[src/rtl/stream_demux.sv]
// stream_demux: one-to-many valid/ready router with one registered slot per output.
// A multi-hot select broadcasts a beat atomically. An all-zero select discards it.
// Optional feature: define STREAM_DEMUX_DROP_COUNT_EN to add a saturating 16-bit
// drop_count output that counts discarded beats.

module stream_demux #(
    parameter int Outputs = 4,
    parameter int Width   = 8
) (
    input  logic             clk,
    input  logic             rst_n,
    input  logic             in_valid,
    output logic             in_ready,
    input  logic [Width-1:0] in_data,
    input  logic             in_sel    [Outputs],
    output logic             out_valid [Outputs],
    input  logic             out_ready [Outputs],
    output logic [Width-1:0] out_data  [Outputs]
`ifdef STREAM_DEMUX_DROP_COUNT_EN
    ,
    output logic [15:0]      drop_count
`endif
);

    logic accept;
    logic load [Outputs];

    // Input is ready only when every selected slot is empty or being drained this cycle.
    always_comb begin
        in_ready = 1'b1;
        for (int i = 0; i < Outputs; i++) begin
            if (in_sel[i] && out_valid[i] && !out_ready[i]) begin
                in_ready = 1'b0;
            end
        end
    end

    // An accepted beat loads every selected slot together, so broadcasts never split.
    always_comb begin
        accept = in_valid && in_ready;
        for (int i = 0; i < Outputs; i++) begin
            load[i] = accept && in_sel[i];
        end
    end

    // Per-slot register: a new load takes priority over a drain, giving full throughput.
    always_ff @(posedge clk) begin
        for (int i = 0; i < Outputs; i++) begin
            if (!rst_n) begin
                out_valid[i] <= 1'b0;
                out_data[i]  <= '0;
            end else if (load[i]) begin
                out_valid[i] <= 1'b1;
                out_data[i]  <= in_data;
            end else if (out_ready[i]) begin
                out_valid[i] <= 1'b0;
            end
        end
    end

`ifdef STREAM_DEMUX_DROP_COUNT_EN
    logic sel_none;

    // Detect a beat with no destination; such beats are accepted and discarded.
    always_comb begin
        sel_none = 1'b1;
        for (int i = 0; i < Outputs; i++) begin
            if (in_sel[i]) begin
                sel_none = 1'b0;
            end
        end
    end

    // Count discarded beats, holding at the maximum value instead of wrapping.
    always_ff @(posedge clk) begin
        if (!rst_n) begin
            drop_count <= '0;
        end else if (accept && sel_none && (drop_count != 16'hFFFF)) begin
            drop_count <= drop_count + 16'd1;
        end
    end
`endif

endmodule

[config.mk]
export PLATFORM = sky130hd
export DESIGN_NAME = stream_demux
export DESIGN_NICKNAME = d
export VERILOG_FILES = /design/src/rtl/stream_demux.sv
export SDC_FILE = /design/constraint.sdc
export NUM_CORES = 1
export LEC_CHECK = 0
export ABC_CLOCK_PERIOD_IN_PS = 1900
export CAP_MARGIN = 20
export CORE_UTILIZATION = 40
export DETAILED_ROUTE_END_ITERATION = 10
export DONT_BUFFER_PORTS = 1
export REMOVE_ABC_BUFFERS = 1
export SETUP_SLACK_MARGIN = 0.5
export SYNTH_ARGS = -nofsm -noshare
export SYNTH_HDL_FRONTEND = slang
export SYNTH_SLANG_ARGS = --single-unit
export TNS_END_PERCENT = 100
[constraint.sdc]
create_clock -name clk -period 1.9 [get_ports clk]
set_input_delay 0.38 -clock clk [delete_from_list [all_inputs] [get_ports clk]]
set_output_delay 0.38 -clock clk [all_outputs]
set_load 0.02 [all_outputs]
==> flow_summary.ini, run 1 <==
[timing]
min_period_ns = 1.53
holdWs_ns = 0.190
rsz0062_at_grt = yes
finalSetupViolations = 0
maxSlewViolCount = 0
max_slew_margin_pct = 82.8
setup_slack_ns = 0.370
fin_skew_ns = 0.0124
hold_viol_final = 0
finalCritPeriodShare_pct = 80.5
clock.fmax_ghz = 0.654
tns_ns = 0
tightest_slew_ns = 0.258

[worst_hold_path]
holdPathStages = 2
hp-class = in2reg

[pwr]
swShare_pct = 26.9
power.internal_mw = 1.05
p_comb_share_pct = 9.8
clockPowerShare_pct = 29.1
peakVddDrop_mv = 0.446
p_per_area_mw_per_mm2 = 889
power_mw = 1.44
switchingPower_mw = 0.387
p_seq_share_pct = 61.0
p_leak_nw = 0.753

[detailed_routing]
dr.pass1.iters = 3
dr.first_iter.drc_count = 30
ant_nets = 0
vias = 997
viasPerCell = 5.11
totalWireLength_um = 3390
drc = 0
wl_per_cell_um = 17.4

[setup_path]
cp.buffers_inverters = 0
cp_top_family = simple AND/OR/NAND/NOR gates
start_kind = flip-flop
cp-end-kind = output port
cp_num_cells = 2
cp_data_arrival_time_ns = 1.15
criticalPathCategory = reg2out
cpMaxStageDelayCell = dfxtp_4
critPathMaxStageDelay_ns = 0.39
required_ns = 1.52
crit_chain = nand3b_1 > and4_4
path_max_fanout = 3
r2r_cells = 6

[synth]
synth_adder_area_share_pct = 0
synth_top_family_by_area = multiplexers
synth_top_area_share_pct = 51.9
synth_top_cell_by_area = dfxtp_1
yosys_register_bits = 36
synth_area_leaders = dfxtp_1 (52%), mux2i_1 (23%), nand2_1 (11%)
synth.cell_area_mm2 = 0.00139
synthMuxAreaShare_pct = 23.1
syn_inst = 136
synth_compound_area_share_pct = 2.16
synth.avg_cell_area_um2 = 10.2
synth_warnings = 0
synth_xor_area_share_pct = 0
synthSimpleGateAreaFrac_pct = 18.1
seq_area_frac_synth_pct = 51.9
synth_cell_types = 12

[global_routing]
overflow = 0
antenna_found_initial = 0
grt_pass1_vias = 960
track_usage_pct = 17.6
grt_first_pass_wirelength_um = 4480
grt_max_degree = 45

[floorplanning]
die_y_um = 60.9
num_rows = 21
die_w_um = 60.9
dieArea_mm2 = 0.00371
io_pins = 56
start_util_pct = 41.6
coreArea_mm2 = 0.00334

[placed_design]
placed_cells = 175
place_area_mm2 = 0.00140
pre_cts_ws_ns = 0.149
place_congestion = 0.642
dpl.hpwl_um = 1940
io_buffers = 0

[layout]
syn_to_final_growth_pct = 16.5
nNetsFinal = 167
diodes = 0
fillers = 318
design_area_mm2 = 0.00162
final_cell_mix = nand2_1 (40), mux2i_1 (32), dfxtp_1 (32)
finalNonFillerCells = 195
drive_gt1_share_pct = 20.8
final_util_pct = 48.4
final_common_cell = nand2_1

[clock_tree]
path_clk_slew_ns = 0.11
cts_sinks = 36
h-tree-depth = 2
cts-root-buf = clkbuf_4
cts_hold_buf = 0
tritoncts = done
cts_buffers = 5
worstSkewPairLatency_ns = 0.33
clk_path_buf_depth = 2

[run_status]
status = finished, final reports clean

[run]
maxCapViolations = 0
-- state kept, by name (all words and copies together) (netlist names) --
register	flops
out_data	32
out_valid	4
-- worst reg2reg max path, delay by kind of cell, from the launching register on --
kind / cells / cell delay, ns
flip-flops: 1 / 0.39
buffers and inverters: 2 / 0.34
multiplexers: 1 / 0.12
AND/OR/NAND/NOR: 3 / 0.50
-- metal layers --
| metal | part of all wire, % | global-route usage [%] | up-vias |
|---|---|---|---|
| li1 | - | - | 482 |
| met1 | 40 | 17.6 | 471 |
| met2 | 50 | 31.7 | 38 |
| met3 | 7.7 | 8.10 | 6 |
| met4 | 1.3 | 6.82 | 0 |
| met5 | 0 | 0 | - |
-- power by group through the flow --
| stage | sequential (mW) | clock [mW] | combinational [mW] |
|---|---|---|---|
| after floorplan | 0.887 | 0 | 0.0852 |
| after global routing | 0.882 | 0.466 | 0.152 |
| after global placement | 0.895 | 0 | 0.104 |
| after detailed placement | 0.896 | 0 | 0.108 |
| after CTS | 0.877 | 0.440 | 0.124 |
| final | 0.877 | 0.419 | 0.141 |
-- what timing repair did --
action / 4_1_cts / 5_1_grt
gates cloned: 1 / 1
resized for setup: 12 / 15
buffers inserted: 9 / 1
endpoints found under the setup margin: 36 / 36
pin swaps: 8 / 10
-- area by class of cell --
class	count	area (um^2)	share of cell area, %
clock buffer	7	55.1	3.41
sequential	36	736	45.5
clock inverter	1	7.51	0.464
tap	46	57.6	3.56
multi-input combinational	91	626	38.7
timing repair buffer	14	135	8.36
-- cells in the mapped netlist, drive strengths merged --
master / number
and3: 2
dfxtp: 36
nand2: 40
clkbuf: 4
mux2i: 32
nand2b: 4
nand3b: 4
nand4: 4
buf: 5
and4: 1
a21boi: 4
-- path summary, 6_finish.rpt --
kind | from | end | slack [ns]
max | out_valid[2] | in_ready | 0.37
max reg2reg | out_valid[0] | out_data[19] | 0.45
min reg2reg | out_data[0] | out_data[0] | 0.57
min | rst_n | out_data[26] | 0.19
-- cell families after synthesis --
| logic type | Yosys count |
|---|---|
| AO/OA/AOI/OAI | 4 |
| flip-flops | 36 |
| buffers and inverters | 9 |
| multiplexers | 32 |
| AND/OR/NAND/NOR | 55 |
No activity file was read; power rests on OpenSTA's default activity.
==> inputs of run 2 (changes only) <==
ABC_CLOCK_PERIOD_IN_PS = 1370   (was 1900)
clock period = 1.37 ns   (was 1.9 ns; I/O delays follow)
==> flow_summary.ini, run 2 (synthesized netlist as in run 1, its figures left out) <==
[floorplanning]
num_rows = 21
die_w_um = 60.9
dieArea_mm2 = 0.00371
coreArea_mm2 = 0.00334
die_y_um = 60.9
io_pins = 56
start_util_pct = 41.6

[timing]
setup_slack_ns = 0.0290
clock.fmax_ghz = 0.746
rsz0062_at_grt = yes
holdWs_ns = 0.0802
maxSlewViolCount = 0
tns_ns = 0
finalCritPeriodShare_pct = 97.9
finalSetupViolations = 0
hold_viol_final = 0
tightest_slew_ns = 0.149
min_period_ns = 1.34
max_slew_margin_pct = 89.8
fin_skew_ns = 0.00949

[clock_tree]
worstSkewPairLatency_ns = 0.32
cts_buffers = 5
cts_hold_buf = 0
tritoncts = done
cts-root-buf = clkbuf_4
clk_path_buf_depth = 2
h-tree-depth = 2
path_clk_slew_ns = 0.10
cts_sinks = 36

[detailed_routing]
wl_per_cell_um = 15.8
ant_nets = 0
vias = 993
viasPerCell = 5.12
dr.pass1.iters = 4
drc = 0
dr.first_iter.drc_count = 35
totalWireLength_um = 3070

[placed_design]
dpl.hpwl_um = 2060
pre_cts_ws_ns = 0.0730
place_congestion = 0.649
io_buffers = 0
placed_cells = 182

[global_routing]
busiest_layer = met2
met3_usage_pct = 6.40
grt_max_degree = 45
grt_first_pass_wirelength_um = 4410
grt_use_met2_pct = 30.5
met1_usage_pct = 18.5
overflow = 0
track_usage_pct = 17.2
grt_pass1_vias = 976
antenna_found_initial = 0

[worst_hold_path]
hold_path.startpoint = rst_n
min_to = out_data[19]
holdPathStages = 2
hp-class = in2reg

[run_status]
status = finished, final reports clean

[layout]
syn_to_final_growth_pct = 23.6
nNetsFinal = 166
finalNonFillerCells = 194
final_cell_mix = nand2_1 (40), mux2i_1 (32), dfxtp_4 (32)
largest_register_ffs = 32
top_register = out_data
largest_registers = out_data: 32 flops, out_valid: 4 flops
drive_gt1_share_pct = 38.5
final_common_cell = nand2_1
diodes = 0
final_util_pct = 51.4

[pwr]
p_per_area_mw_per_mm2 = 1140
clockPowerShare_pct = 29.3
peakVddDrop_mv = 0.727
power.internal_mw = 1.44
p_leak_nw = 0.781
p_comb_share_pct = 10.5
p_seq_share_pct = 60.2
swShare_pct = 26.7
switchingPower_mw = 0.524

[setup_path]
reg2reg_to = out_data[4]
crit_chain = nand3b_1 > and4_4
r2r_cells = 5
critPathMaxStageDelay_ns = 0.33
r2r_slack_ns = 0.09
cp_data_arrival_time_ns = 1.07
criticalPathCategory = reg2out
cpMaxStageDelayCell = dfxtp_2
cp-end-kind = output port
path_max_fanout = 3
required_ns = 1.10
rr_startpoint = out_valid[3]
start_kind = flip-flop

[run]
maxCapViolations = 0
## run 2: cell count changes in the layout (fill, tap and decap cells not counted)
cell	delta
a21boi_1	+3
buf_6	-2
dfxtp_2	+4
a21boi_2	-3
and3_4	-2
dfxtp_4	+28
buf_12	+2
buf_4	-1
and3_1	+2
dfxtp_1	-32
## run 2: power by group through the flow
stage / Combinational (mW) / Sequential [mW] / Clock, mW
3_3_place_gp: 0.184 / 1.23 / 0
5_1_grt: 0.223 / 1.19 / 0.645
6_report: 0.205 / 1.18 / 0.575
3_5_place_dp: 0.191 / 1.23 / 0
4_1_cts: 0.206 / 1.18 / 0.600
2_1_floorplan: 0.118 / 1.23 / 0
## run 2: cell type report
cell class | instances | area, um^2
Clock buffer | 7 | 55.1
Clock inverter | 1 | 7.51
Fill cell | 335 | 1620
Multi-Input combinational cell | 91 | 604
Sequential cell | 36 | 846
Tap cell | 46 | 57.6
Timing Repair Buffer | 13 | 145
## run 2: stage by stage
step | total power [mW] | area, um^2
finish | 1.96 | 1720
global route | 2.06 | 1720
CTS | 1.99 | 1700
detailed placement | 1.42 | 1470
global placement | 1.41 | 1470
floorplan | 1.35 | 1320
## run 2: worst max path at each step
stage	to	cells past startpoint	slack, ns	start
6_report	in_ready	2	0.03	out_valid[3]
5_1_grt	in_ready	2	-0.0008	out_valid[3]
4_1_cts	in_ready	2	0.03	out_valid[0]
3_5_place_dp	out_data[4]	5	0.07	out_ready[3]
3_3_place_gp	out_data[5]	5	0.16	out_ready[3]
2_1_floorplan	out_data[10]	4	-0.04	out_valid[3]
## run 2: metal layers
| layer | up-vias | share of wire, % |
|---|---|---|
| met4 | 0 | 1.2 |
| met3 | 4 | 8.0 |
| met1 | 462 | 40 |
| li1 | 487 | - |
| met5 | - | 0 |
| met2 | 40 | 50 |
## run 2: worst max-delay path, delay by kind of cell (launching register included)
family | cells | cell delay, ns
and+or+nand+nor | 2 | 0.42
DFF | 1 | 0.33
## run 2: what timing repair did
action | in CTS | in global routing
gates resized for setup | 75 | 2
buffers inserted | 2 | 1
pin swaps | 7 | 3
setup endpoints to repair | 73 | 73
gates cloned | 1 | 0
